File: src/rtl/clk_pkg.sv
// clk_pkg: shared FSM state encoding, ratio codes and pair classifier for clk_ratio_detect
package clk_pkg;
  typedef enum logic [1:0] {
    IDLE      = 2'd0,
    MEAS_HIGH = 2'd1,
    MEAS_LOW  = 2'd2
  } state_t;
  typedef enum logic [2:0] {
    NONE    = 3'd0,
    DIV2    = 3'd1,
    DIV3_33 = 3'd2,
    DIV3_67 = 3'd3,
    DIV4    = 3'd4,
    OTHER   = 3'd7
  } ratio_t;
  function automatic ratio_t classify(input int unsigned h, input int unsigned l);
    return (h == 1 && l == 1) ? DIV2 :
           (h == 1 && l == 2) ? DIV3_33 :
           (h == 2 && l == 1) ? DIV3_67 :
           (h == 2 && l == 2) ? DIV4 : OTHER;
  endfunction
endpackage

File: src/rtl/sync_edge.sv
// sync_edge: two-flop synchronizer plus history flop with edge detection
//   clock_in : reference clock, rising edge
//   reset    : synchronous, active-low
//   probe    : asynchronous input
//   level    : synchronized probe level
//   rise     : one-cycle pulse on synchronized 0->1
//   fall     : one-cycle pulse on synchronized 1->0
module sync_edge (
  input  logic clock_in,
  input  logic reset,
  input  logic probe,
  output logic level,
  output logic rise,
  output logic fall
);
  logic s1_q, s2_q, hist_q;
  always_ff @(posedge clock_in) begin
    if (!reset) begin
      s1_q   <= 1'b0;
      s2_q   <= 1'b0;
      hist_q <= 1'b0;
    end else begin
      s1_q   <= probe;
      s2_q   <= s1_q;
      hist_q <= s2_q;
    end
  end
  assign level = s2_q;
  assign rise  = s2_q & ~hist_q;
  assign fall  = ~s2_q & hist_q;
endmodule

File: src/rtl/clk_ratio_detect.sv
// clk_ratio_detect: measures high/low time of a divided probe clock and classifies the divide ratio
//   clock_in   : reference clock, rising edge
//   reset      : synchronous, active-low
//   probe      : divided clock under measurement (asynchronous)
//   high_len   : high time of last completed period, clock_in cycles
//   low_len    : low time of last completed period, clock_in cycles
//   meas_stb   : one-cycle pulse per completed period
//   valid      : lock, STABLE_N identical consecutive periods
//   ratio_code : classified ratio, NONE unless locked
//   led        : registered board indicator, ratio_code when locked
module clk_ratio_detect
  import clk_pkg::*;
#(
  parameter int CNT_W    = 8,
  parameter int STABLE_N = 2
) (
  input  logic             clock_in,
  input  logic             reset,
  input  logic             probe,
  output logic [CNT_W-1:0] high_len,
  output logic [CNT_W-1:0] low_len,
  output logic             meas_stb,
  output logic             valid,
  output logic [2:0]       ratio_code,
  output logic [2:0]       led
);
  localparam int SW = $clog2(STABLE_N + 1);
  localparam logic [CNT_W-1:0] CNT_MAX = '1;
  localparam logic [CNT_W-1:0] CNT_ONE = CNT_W'(1);
  localparam logic [SW-1:0] STAB_MAX = SW'(STABLE_N);
  localparam logic [SW-1:0] STAB_ONE = SW'(1);
  logic level, rise, fall;
  state_t state_q, state_d;
  logic [CNT_W-1:0] cnt_q, cnt_d, hcap_q, hcap_d;
  logic [CNT_W-1:0] high_len_q, high_len_d, low_len_q, low_len_d;
  logic [SW-1:0] stab_q, stab_d;
  logic stb_q, stb_d, valid_q, valid_d;
  logic [2:0] code_q, code_d, led_q, led_d;
  logic timeout, same;
  sync_edge u_sync (
    .clock_in (clock_in),
    .reset    (reset),
    .probe    (probe),
    .level    (level),
    .rise     (rise),
    .fall     (fall)
  );
  assign timeout = (state_q != IDLE) && (cnt_q == CNT_MAX);
  assign same    = (hcap_q == high_len_q) && (cnt_q == low_len_q);
  always_comb begin
    state_d    = state_q;
    cnt_d      = cnt_q;
    hcap_d     = hcap_q;
    high_len_d = high_len_q;
    low_len_d  = low_len_q;
    stb_d      = 1'b0;
    stab_d     = stab_q;
    valid_d    = valid_q;
    code_d     = code_q;
    if (timeout) begin
      state_d = IDLE;
      cnt_d   = '0;
      stab_d  = '0;
      valid_d = 1'b0;
      code_d  = NONE;
    end else begin
      case (state_q)
        IDLE: begin
          state_d = rise ? MEAS_HIGH : IDLE;
          cnt_d   = rise ? CNT_ONE : cnt_q;
        end
        MEAS_HIGH: begin
          state_d = fall ? MEAS_LOW : MEAS_HIGH;
          cnt_d   = fall ? CNT_ONE : cnt_q + 1'b1;
          hcap_d  = fall ? cnt_q : hcap_q;
        end
        MEAS_LOW: begin
          // the first high level seen in MEAS_LOW is by construction the rise
          if (level) begin
            state_d    = MEAS_HIGH;
            cnt_d      = CNT_ONE;
            high_len_d = hcap_q;
            low_len_d  = cnt_q;
            stb_d      = 1'b1;
            stab_d     = !same ? STAB_ONE : (stab_q == STAB_MAX ? stab_q : stab_q + 1'b1);
            valid_d    = stab_d == STAB_MAX;
            code_d     = valid_d ? classify(32'(hcap_q), 32'(cnt_q)) : NONE;
          end else begin
            cnt_d = cnt_q + 1'b1;
          end
        end
        default: state_d = IDLE;
      endcase
    end
    led_d = valid_d ? code_d : NONE;
  end
  always_ff @(posedge clock_in) begin
    if (!reset) begin
      state_q    <= IDLE;
      cnt_q      <= '0;
      hcap_q     <= '0;
      high_len_q <= '0;
      low_len_q  <= '0;
      stb_q      <= 1'b0;
      stab_q     <= '0;
      valid_q    <= 1'b0;
      code_q     <= NONE;
      led_q      <= NONE;
    end else begin
      state_q    <= state_d;
      cnt_q      <= cnt_d;
      hcap_q     <= hcap_d;
      high_len_q <= high_len_d;
      low_len_q  <= low_len_d;
      stb_q      <= stb_d;
      stab_q     <= stab_d;
      valid_q    <= valid_d;
      code_q     <= code_d;
      led_q      <= led_d;
    end
  end
  assign high_len   = high_len_q;
  assign low_len    = low_len_q;
  assign meas_stb   = stb_q;
  assign valid      = valid_q;
  assign ratio_code = code_q;
  assign led        = led_q;
endmodule

File: config.mk
export PLATFORM = sky130hd
export DESIGN_NAME = clk_ratio_detect
export DESIGN_NICKNAME = d
export VERILOG_FILES = /design/src/rtl/clk_pkg.sv /design/src/rtl/sync_edge.sv /design/src/rtl/clk_ratio_detect.sv
export SDC_FILE = /design/constraint.sdc
export NUM_CORES = 1
export LEC_CHECK = 0
export CORE_MARGIN = 2
export CORE_UTILIZATION = 33
export CTS_CLUSTER_DIAMETER = 30
export DETAILED_ROUTE_END_ITERATION = 7
export HOLD_SLACK_MARGIN = 0.15
export PLACE_DENSITY = 0.53
export SETUP_SLACK_MARGIN = 0.4
export SYNTH_ARGS = -nofsm -noshare
export SYNTH_HDL_FRONTEND = slang
export SYNTH_SLANG_ARGS = --single-unit
export TNS_END_PERCENT = 100
File: constraint.sdc
create_clock -name clock_in -period 2.8 [get_ports clock_in]
set_input_delay 0.56 -clock clock_in [delete_from_list [all_inputs] [get_ports clock_in]]
set_output_delay 0.56 -clock clock_in [all_outputs]
set_load 0.01 [all_outputs]
# ---- Word-level counts from Yosys, hierarchy flattened
# Cells that the tools add are included.
dict set report totals {
  out_inout_bits 24
  wordCells 73
  register_bits 47
}
dict set report op_classes {
  n_reduce_logical 16
  addsub 2
  n_eq_ne 13
  n_mux 22
  n_bitwise 7
}
# op n
set op_table {}
lappend op_table {{2-to-1 mux 8 bit} 3}
lappend op_table {{case mux 8 bit (3 select lines)} 1}
lappend op_table {{2-to-1 mux 3 bit} 7}
lappend op_table {{== test 8 x 1 -> 1 bit, second input constant} 2}
lappend op_table {{== test 8 x 2 -> 1 bit, second input constant} 2}
lappend op_table {{== test 8 bit} 2}
lappend op_table {{2-to-1 mux 2 bit} 5}
lappend op_table {{adder 8 x 1 -> 8 bit, second input constant} 1}
lappend op_table {{== test 8 bit, second input constant} 1}
lappend op_table {{== test 2 bit, second input constant} 3}
lappend op_table {{logical AND 1 bit} 6}
lappend op_table {{case mux 2 bit (3 select lines)} 1}
lappend op_table {{AND reduction 2 bit} 3}
lappend op_table {{AND reduction 3 bit} 2}
lappend op_table {{2-to-1 mux 1 bit} 5}
lappend op_table {{inverter 1 bit} 5}
lappend op_table {{nonzero test 3 bit} 1}
lappend op_table {{OR reduction 3 bit} 1}
lappend op_table {{adder 2 x 1 -> 2 bit, second input constant} 1}
lappend op_table {{bitwise AND 1 bit} 2}
lappend op_table {{== test 2 x 1 -> 1 bit, second input constant} 1}
lappend op_table {{logical NOT 2 bit} 1}
lappend op_table {{!= test 2 x 1 -> 1 bit, second input constant} 1}
lappend op_table {{!= test 2 bit, second input constant} 1}
lappend op_table {{other kinds (2)} 2}

# ---- Depth between registers and ports, before layout
# Gate-level depths: netlist of the first run.
dict set report depth {
  depth_word 10
  ltp_mapped 8
}

# ---- By module
# From an unflattened synthesis of the first run, not the netlist that was laid out.
dict set report unflattened {
  cells_unflattened 262
  area_unflattened_um2 2368.5
}
# mod n_inst area_per_inst_um2 seq_area_each_um2 cells_per_inst
set by_module_without_submodules {}
lappend by_module_without_submodules {clk_ratio_detect 1 2277.2 880.8 254}
lappend by_module_without_submodules {sync_edge 1 91.3 60.1 8}

# ---- Least setup slack after synthesis of the first run
# Ideal clock, no wire load.
dict set report synth_timing {
  path_kind {flip-flop to flip-flop}
  start {reg state_q[0]}
  end {reg high_len_q[7], in the netlist high_len[7]}
  t_arrival_ps 1773
  synth_period_minus_slack_ps 1901
  required_ps 2672
  setup_time_ps 128
  stages_incl_launch_ff 9
  setup_slack_ps 899
  path_buffers 2
  cell_sequence {dfxtp_1 inv_1 ha_1 or4b_4 nand3_2 buf_6 buf_12 mux2i_1 nor2_1}
}
dict set report synth_via {
  elab_chain_cells 4
  word_cells_on_any_way 5
  cone_classes {eq/ne: 1; bitwise: 1; reduce/logical: 3}
}
# element line_no
set synth_rtl {}
lappend synth_rtl {{start: declaration} clk_ratio_detect.sv:33} ;# state_t state_q, state_d;
lappend synth_rtl {{start signal: assignment} clk_ratio_detect.sv:110} ;# state_q <= state_d;
lappend synth_rtl {{nonzero test 2 bit} clk_ratio_detect.sv:48} ;# assign timeout = (state_q != IDLE) && (cnt_q == CNT_MAX);
lappend synth_rtl {{logical AND 1 bit} clk_ratio_detect.sv:48}
lappend synth_rtl {{inverter 1 bit (no line)} -}
lappend synth_rtl {{AND reduction 3 bit (no line) *} -}
lappend synth_rtl {{end signal: assignment} clk_ratio_detect.sv:113} ;# high_len_q <= high_len_d;
lappend synth_rtl {{end: declaration} clk_ratio_detect.sv:35} ;# logic [CNT_W-1:0] high_len_q, high_len_d, low_len_q, low_len_d;
# Mark *: on every way between the ends. The rest lies on a longest branch, timed or not.
# A chain may end at the register's enable or synchronous reset.

# ---- Final worst setup path of the first run
dict set report layout_timing {
  start {reg cnt_q[0]}
  end {reg high_len_q[2], in the netlist high_len[2]}
}
dict set report layout_via {
  elab_chain_cells 4
}
# element line_no
set layout_rtl {}
lappend layout_rtl {{start: declaration} clk_ratio_detect.sv:34} ;# logic [CNT_W-1:0] cnt_q, cnt_d, hcap_q, hcap_d;
lappend layout_rtl {{start signal: assignment} clk_ratio_detect.sv:111} ;# cnt_q <= cnt_d;
lappend layout_rtl {{== test 8 bit} clk_ratio_detect.sv:48}
lappend layout_rtl {{logical AND 1 bit} clk_ratio_detect.sv:48}
lappend layout_rtl {{inverter 1 bit (no line)} -}
lappend layout_rtl {{AND reduction 3 bit (no line)} -}
# No other way between the ends.

==> results of run 1 <==
sequential cells by signal, summed over array words and instances (netlist names):
signal and flops:
low_len 8, meas_stb 1, state_q 2, u_sync.level 1
high_len 8, u_sync.s1_q 1, ratio_code 3, stab_q 2
hcap_q 8, u_sync.hist_q 1, valid 1, led 3
cnt_q 8
layer usage:
layer / vias to the layer above / wire [um] / global-route usage, %
met1: 750 / 2304 / 18.43
met3: 5 / 106 / 2.502
met5: - / 0 / 0
met4: 0 / 51 / 4.329
li1: 854 / - / -
met2: 19 / 2015 / 19.89
metrics by stage:
step / worst slack [ps] / instances / hold WS (ps) / cell area [um^2] / utilization, %
6_report: 622.2 / 343 / 439.6 / 2586 / 40.27
5_1_grt: 460.2 / 343 / 457.2 / 2586 / 40.27
4_1_cts: 597.5 / 343 / 441.9 / 2586 / 40.27
3_5_place_dp: 606.0 / 335 / 421.5 / 2501 / 38.94
3_3_place_gp: 619.5 / 335 / 414.2 / 2501 / 38.94
2_1_floorplan: 899.3 / 242 / 411.8 / 2208 / -
cell usage after synthesis (6+ instances only):
| cell type | n | area [um^2] |
|---|---|---|
| a21oi_1 | 10 | 50.05 |
| clkbuf_1 | 6 | 22.52 |
| dfxtp_1 | 47 | 940.9 |
| ha_1 | 8 | 100.1 |
| inv_1 | 12 | 45.04 |
| mux2i_1 | 22 | 220.2 |
| nand2_1 | 9 | 33.78 |
| nand4_1 | 7 | 43.79 |
| nor2_1 | 41 | 153.9 |
| o21ai_0 | 7 | 35.03 |
| xnor2_1 | 21 | 183.9 |
cell type report:
type / instances / share of cell area, %
multi-input cells: 168 / 43.35
inverters: 12 / 1.742
well taps: 77 / 3.725
clock inverters: 2 / 0.4838
flip-flops and latches: 47 / 36.38
clock buffers: 6 / 2.806
repair buffers: 31 / 11.51
worst min path at each step:
| stage | to | cells past startpoint |
|---|---|---|
| after floorplan | u_sync.level$_SDFF_PN0_ | 1 |
| after global placement | u_sync.level$_SDFF_PN0_ | 1 |
| after detailed placement | u_sync.level$_SDFF_PN0_ | 1 |
| after CTS | u_sync.level$_SDFF_PN0_ | 1 |
| after global routing | u_sync.level$_SDFF_PN0_ | 1 |
| final | u_sync.level$_SDFF_PN0_ | 1 |
worst reg2reg max path: stages (launching register included):
cell and delay, ps:
dfxtp_1 520, ha_1 230, nand2_1 90, or4b_4 520, nand3_2 400, mux2i_1 260
nor2_1 60
logic make-up after synthesis:
family	Yosys count	share of synthesized area (%)
AND/OR/NAND/NOR	84	18.75
flip-flops	47	42.61
AO/OA/AOI/OAI	31	8.385
buffers and inverters	27	6.629
XOR/XNOR	23	9.122
multiplexers	22	9.972
adder cells (fa/ha/maj)	8	4.533
power groups by stage:
stage               Sequential [W]  Combinational (W)  Clock (W)
CTS                       0.000682          0.0000595   0.000421
global placement          0.000697          0.0000594          0
global route              0.000683          0.0000663   0.000451
detailed placement        0.000698          0.0000589          0
floorplan                 0.000695          0.0000425          0
finish                    0.000682          0.0000584   0.000407
==> flow_summary.json, run 1 <==
{
  "p_sw_share_pct": 24.05,
  "crit_type": "register to register",
  "synth_area_mm2": 0.002208,
  "path_max_fanout": 17,
  "place_congestion": 0.7158,
  "start_util_pct": 34.39,
  "rr_endpoint": "high_len[2]$_SDFFE_PN0P_",
  "cts.clk_slew.worst_paths_ps": 90,
  "rsz0062_at_grt": "false",
  "grt_pass1_wl_mm": 7.569,
  "p_clk_share_pct": 35.5,
  "max_freq_ghz": 0.4592,
  "fin_tns_setup_ps": 0,
  "synth_nets": 253,
  "seqPwrFrac_pct": 59.4,
  "ys.flop_type": "dfxtp_1",
  "numClockSinks": 47,
  "leakage_nw": 1.038,
  "hp-start": "u_sync.s1_q$_SDFF_PN0_",
  "drt-wirelength-per-cell_um": 13.05,
  "io_pins": 27,
  "die-height_um": 85.81,
  "postCtsResizedCells": 0,
  "grt_usage_pct": 13.01,
  "antenna_found_initial": 0,
  "insertion_delay_ps": 300,
  "dieArea_mm2": 0.007363,
  "synth.distinct_cells": 34,
  "fin_skew_ps": 12.07,
  "synth_seq_cells": 47,
  "run_status": "complete, no violations",
  "hpwl_mm": 3.266,
  "rr_worst_depth": 6,
  "drt_iter0_drc": 80,
  "finalSetupViolations": 0,
  "numCtsBuffers": 5,
  "synth-async-reset-ratio_pct": 0,
  "vdd_ir_drop_max_uv": 208.0,
  "final_antenna_net_count": 0,
  "critPathCapture": "high_len[2]$_SDFFE_PN0P_",
  "cts_root_buf": "clkbuf_8",
  "syn_area_per_cell_um2": 9.125,
  "yosysWarnings": 0,
  "max_stage_delay_ps": 520,
  "wirelength_mm": 4.477,
  "drtPass1Iterations": 6,
  "period_share_pct": 77.78,
  "cp_data_arrival_time_ps": 2360,
  "remaining_drc_errors": 0,
  "fill_cells": 655,
  "required_ps": 2980,
  "synth_seq_area_share_pct": 42.61,
  "overflow": 0,
  "antenna-diode-count": 0,
  "layout_common_cells": "dfxtp_1, nor2_1, clkdlybuf4s50_1",
  "cp_cell_sequence": "ha_1, nand2_1, or4b_4, nand3_2, mux2i_1, nor2_1",
  "syn_inst": 242,
  "post-cts-setup-buffers": 0,
  "design.core.area_mm2": 0.006422,
  "port-buffer-count": 26,
  "synth_edf_count": 0,
  "grt_max_degree": 18,
  "num_vias": 1628,
  "num_rows": 29,
  "fin_crit_ps": 2178,
  "endpoint_kind": "register",
  "hold_class": "register to register",
  "comb_power_share_pct": 5.1,
  "worstMarginPinSlew_ps": 627.7,
  "p_per_area_mw_per_mm2": 443.5,
  "final_common_cell": "dfxtp_1",
  "grt_pass1_vias": 1508,
  "cp-startpoint": "cnt_q[0]$_SDFFE_PP0P_",
  "hold_viol_final": 0,
  "finalMaxSlewViolations": 0,
  "area_growth_pct": 17.11,
  "r2r_start": "cnt_q[0]$_SDFFE_PP0P_",
  "crit_family": "simple AND/OR/NAND/NOR gates",
  "relSlewSlack_pct": 57.80,
  "layout-drive-gt1-share_pct": 5.639,
  "cp-start-kind": "register",
  "internal_power_w": 0.0008711,
  "path_depth": 6,
  "cts_hold_buf": 0,
  "regArea_um2": 940.9,
  "multi_input_area_mm2": 0.001121,
  "cts_max_level": 2,
  "layout.nets": 276,
  "cts_tree": "done",
  "vias_per_cell": 4.746,
  "reg2reg_slack_ps": 620,
  "die_w_um": 85.81,
  "maxCapViolCount": 0,
  "slowest_stage": "dfxtp_1",
  "cts_buffer_depth": 2,
  "finalPower_w": 0.001147,
  "cp_num_buf_inv": 0,
  "switchingPower_w": 0.0002759
}
(Power assumes the default switching activity.)
==> run 2, diff against run 1 <==
--- a/config.mk
+++ b/config.mk
@@ -10,7 +10,7 @@
 export CTS_CLUSTER_DIAMETER = 30
 export DETAILED_ROUTE_END_ITERATION = 7
 export HOLD_SLACK_MARGIN = 0.15
-export PLACE_DENSITY = 0.53
+export PLACE_DENSITY = 0.55
 export SETUP_SLACK_MARGIN = 0.4
 export SYNTH_ARGS = -nofsm -noshare
 export SYNTH_HDL_FRONTEND = slang
==> constraint.sdc (replaced) <==
create_clock -name clock_in -period 2 [get_ports clock_in]
set_input_delay 0.4 -clock clock_in [delete_from_list [all_inputs] [get_ports clock_in]]
set_output_delay 0.4 -clock clock_in [all_outputs]
set_load 0.01 [all_outputs]
==> flow_summary.json, run 2 (synthesis results as in run 1) <==
{
  "run_status": "complete, no violations",
  "max_freq_ghz": 0.5551,
  "p_per_area_mw_per_mm2": 574.8,
  "maxCapViolCount": 0,
  "hold_viol_final": 0,
  "remaining_drc_errors": 0,
  "grt_usage_pct": 14.41,
  "antenna-diode-count": 0,
  "hold_class": "register to register",
  "leakage_nw": 1.363,
  "numClockSinks": 47,
  "drtPass1Iterations": 7,
  "endpoint_kind": "register",
  "relSlewSlack_pct": 79.20,
  "layout.nets": 303,
  "port-buffer-count": 26,
  "grt_max_degree": 25,
  "overflow": 0,
  "fin_crit_ps": 1801,
  "fin_skew_ps": 8.306,
  "wl_met3_um": 165,
  "cts_root_buf": "clkbuf_8",
  "hpwl_mm": 3.480,
  "path_max_fanout": 7,
  "antenna_found_initial": 0,
  "final_common_cell": "nor2_1",
  "max_stage_delay_ps": 580,
  "cts_max_level": 2,
  "io_pins": 27,
  "design.core.area_mm2": 0.006422,
  "final_antenna_net_count": 0,
  "place_congestion": 0.7664,
  "num_rows": 29,
  "regArea_um2": 967.2,
  "finalSetupViolations": 0,
  "start_util_pct": 34.39,
  "slowest_stage": "or4b_4",
  "final_util_pct": 48.16,
  "fin_tns_setup_ps": 0,
  "fill_cells": 622,
  "layout-drive-gt1-share_pct": 30.72,
  "place_ws_ps": 135.7,
  "routedLengthMet1_mm": 2.345,
  "finalMaxSlewViolations": 0,
  "cts_buffer_depth": 2,
  "die-height_um": 85.81,
  "worstMarginPinSlew_ps": 309.4,
  "place_inst": 346,
  "cp_cell_sequence": "ha_4, nand2_4, or4b_4, nand3_4, buf_12, mux2i_2, nor2_1",
  "cts_hold_buf": 0,
  "multi_input_area_mm2": 0.001333,
  "vdd_ir_drop_max_uv": 289.7,
  "cp_data_arrival_time_ps": 1990,
  "drt_iter0_drc": 60,
  "numCtsBuffers": 5,
  "fin_cells": 370,
  "wirelength_mm": 5.109,
  "vias_per_cell": 4.924,
  "dieArea_mm2": 0.007363,
  "cts_tree": "done",
  "maxUsedRoutingLayer": "met4",
  "crit_type": "register to register",
  "num_vias": 1822,
  "period_share_pct": 90.07,
  "rsz0062_at_grt": "true",
  "wl_met2_mm": 2.510,
  "die_w_um": 85.81,
  "grt_pass1_wl_mm": 8.328,
  "insertion_delay_ps": 310,
  "setup_slack_ps": 198.5,
  "cp-start-kind": "register",
  "layout_common_cells": "nor2_1, dfxtp_1, buf_4",
  "drt-wirelength-per-cell_um": 13.81,
  "area_growth_pct": 40.06,
  "required_ps": 2190,
  "cts.clk_slew.worst_paths_ps": 90,
  "grt_pass1_vias": 1750
}
-- run 2: cell types whose count changed in the layout (fill, tap and decap cells not counted), sizes merged --
cell / previous run / this run
buf: 5 / 32
clkbuf: 6 / 7
clkdlybuf4s50: 26 / 6
dlygate4sd2: 0 / 18
clkinvlp: 1 / 0
dlymetal6s2s: 0 / 2
-- run 2: report_power, final --
group          internal (W)  leakage (nW)  switching [W]  total, W
sequential         0.000940         0.388     0.00000736  0.000948
clock              0.000355        0.0594       0.000335  0.000690
combinational     0.0000640         0.916      0.0000759  0.000140
total               0.00136          1.36       0.000419   0.00178
-- run 2: through the flow --
step	instance area [um^2]	hold slack (ps)	power, W
after floorplan	2246	411.8	0.001034
after global placement	2654	416.7	0.001069
after detailed placement	2654	422.3	0.001070
after CTS	2967	444.3	0.001777
after global routing	3093	453.0	0.001850
final	3093	440.3	0.001778
-- run 2: timing repair --
item                       4_1_cts  5_1_grt
gates resized for setup         53       22
pin swaps                       16       19
setup endpoints to repair       61       44
setup buffers                   11        5
-- run 2: per-layer routing --
metal	vias to the layer above	track usage (%)
li1	915	-
met1	866	18.32
met2	34	23.72
met3	7	2.887
met4	0	6.205
met5	-	0
-- run 2: cell type report --
| type | instances | share of cell area, % |
|---|---|---|
| Timing Repair Buffer | 58 | 17.44 |
| Sequential cell | 47 | 31.27 |
| Multi-Input combinational cell | 168 | 43.08 |
| Inverter | 12 | 1.456 |
| Clock buffer | 7 | 3.479 |
| Clock inverter | 1 | 0.1618 |
| Tap cell | 77 | 3.115 |
-- run 2: path summary, 6_finish.rpt --
path                          start                       to  slack (ps)  depth (start not counted)
max           cnt_q[1]$_SDFFE_PP0P_  low_len[3]$_SDFFE_PN0P_         200                          7
max reg2reg   cnt_q[1]$_SDFFE_PP0P_  low_len[3]$_SDFFE_PN0P_         200                          7
min reg2reg  u_sync.s1_q$_SDFF_PN0_  u_sync.level$_SDFF_PN0_         440                          1
min          u_sync.s1_q$_SDFF_PN0_  u_sync.level$_SDFF_PN0_         440                          1
-- run 2: critical path, delay by kind of cell, from the launching register on --
kind | cells | cell delay [ps]
buf+inv | 1 | 140
mux | 1 | 200
simple gates | 4 | 820
fa+ha+maj | 1 | 140
flops | 1 | 370
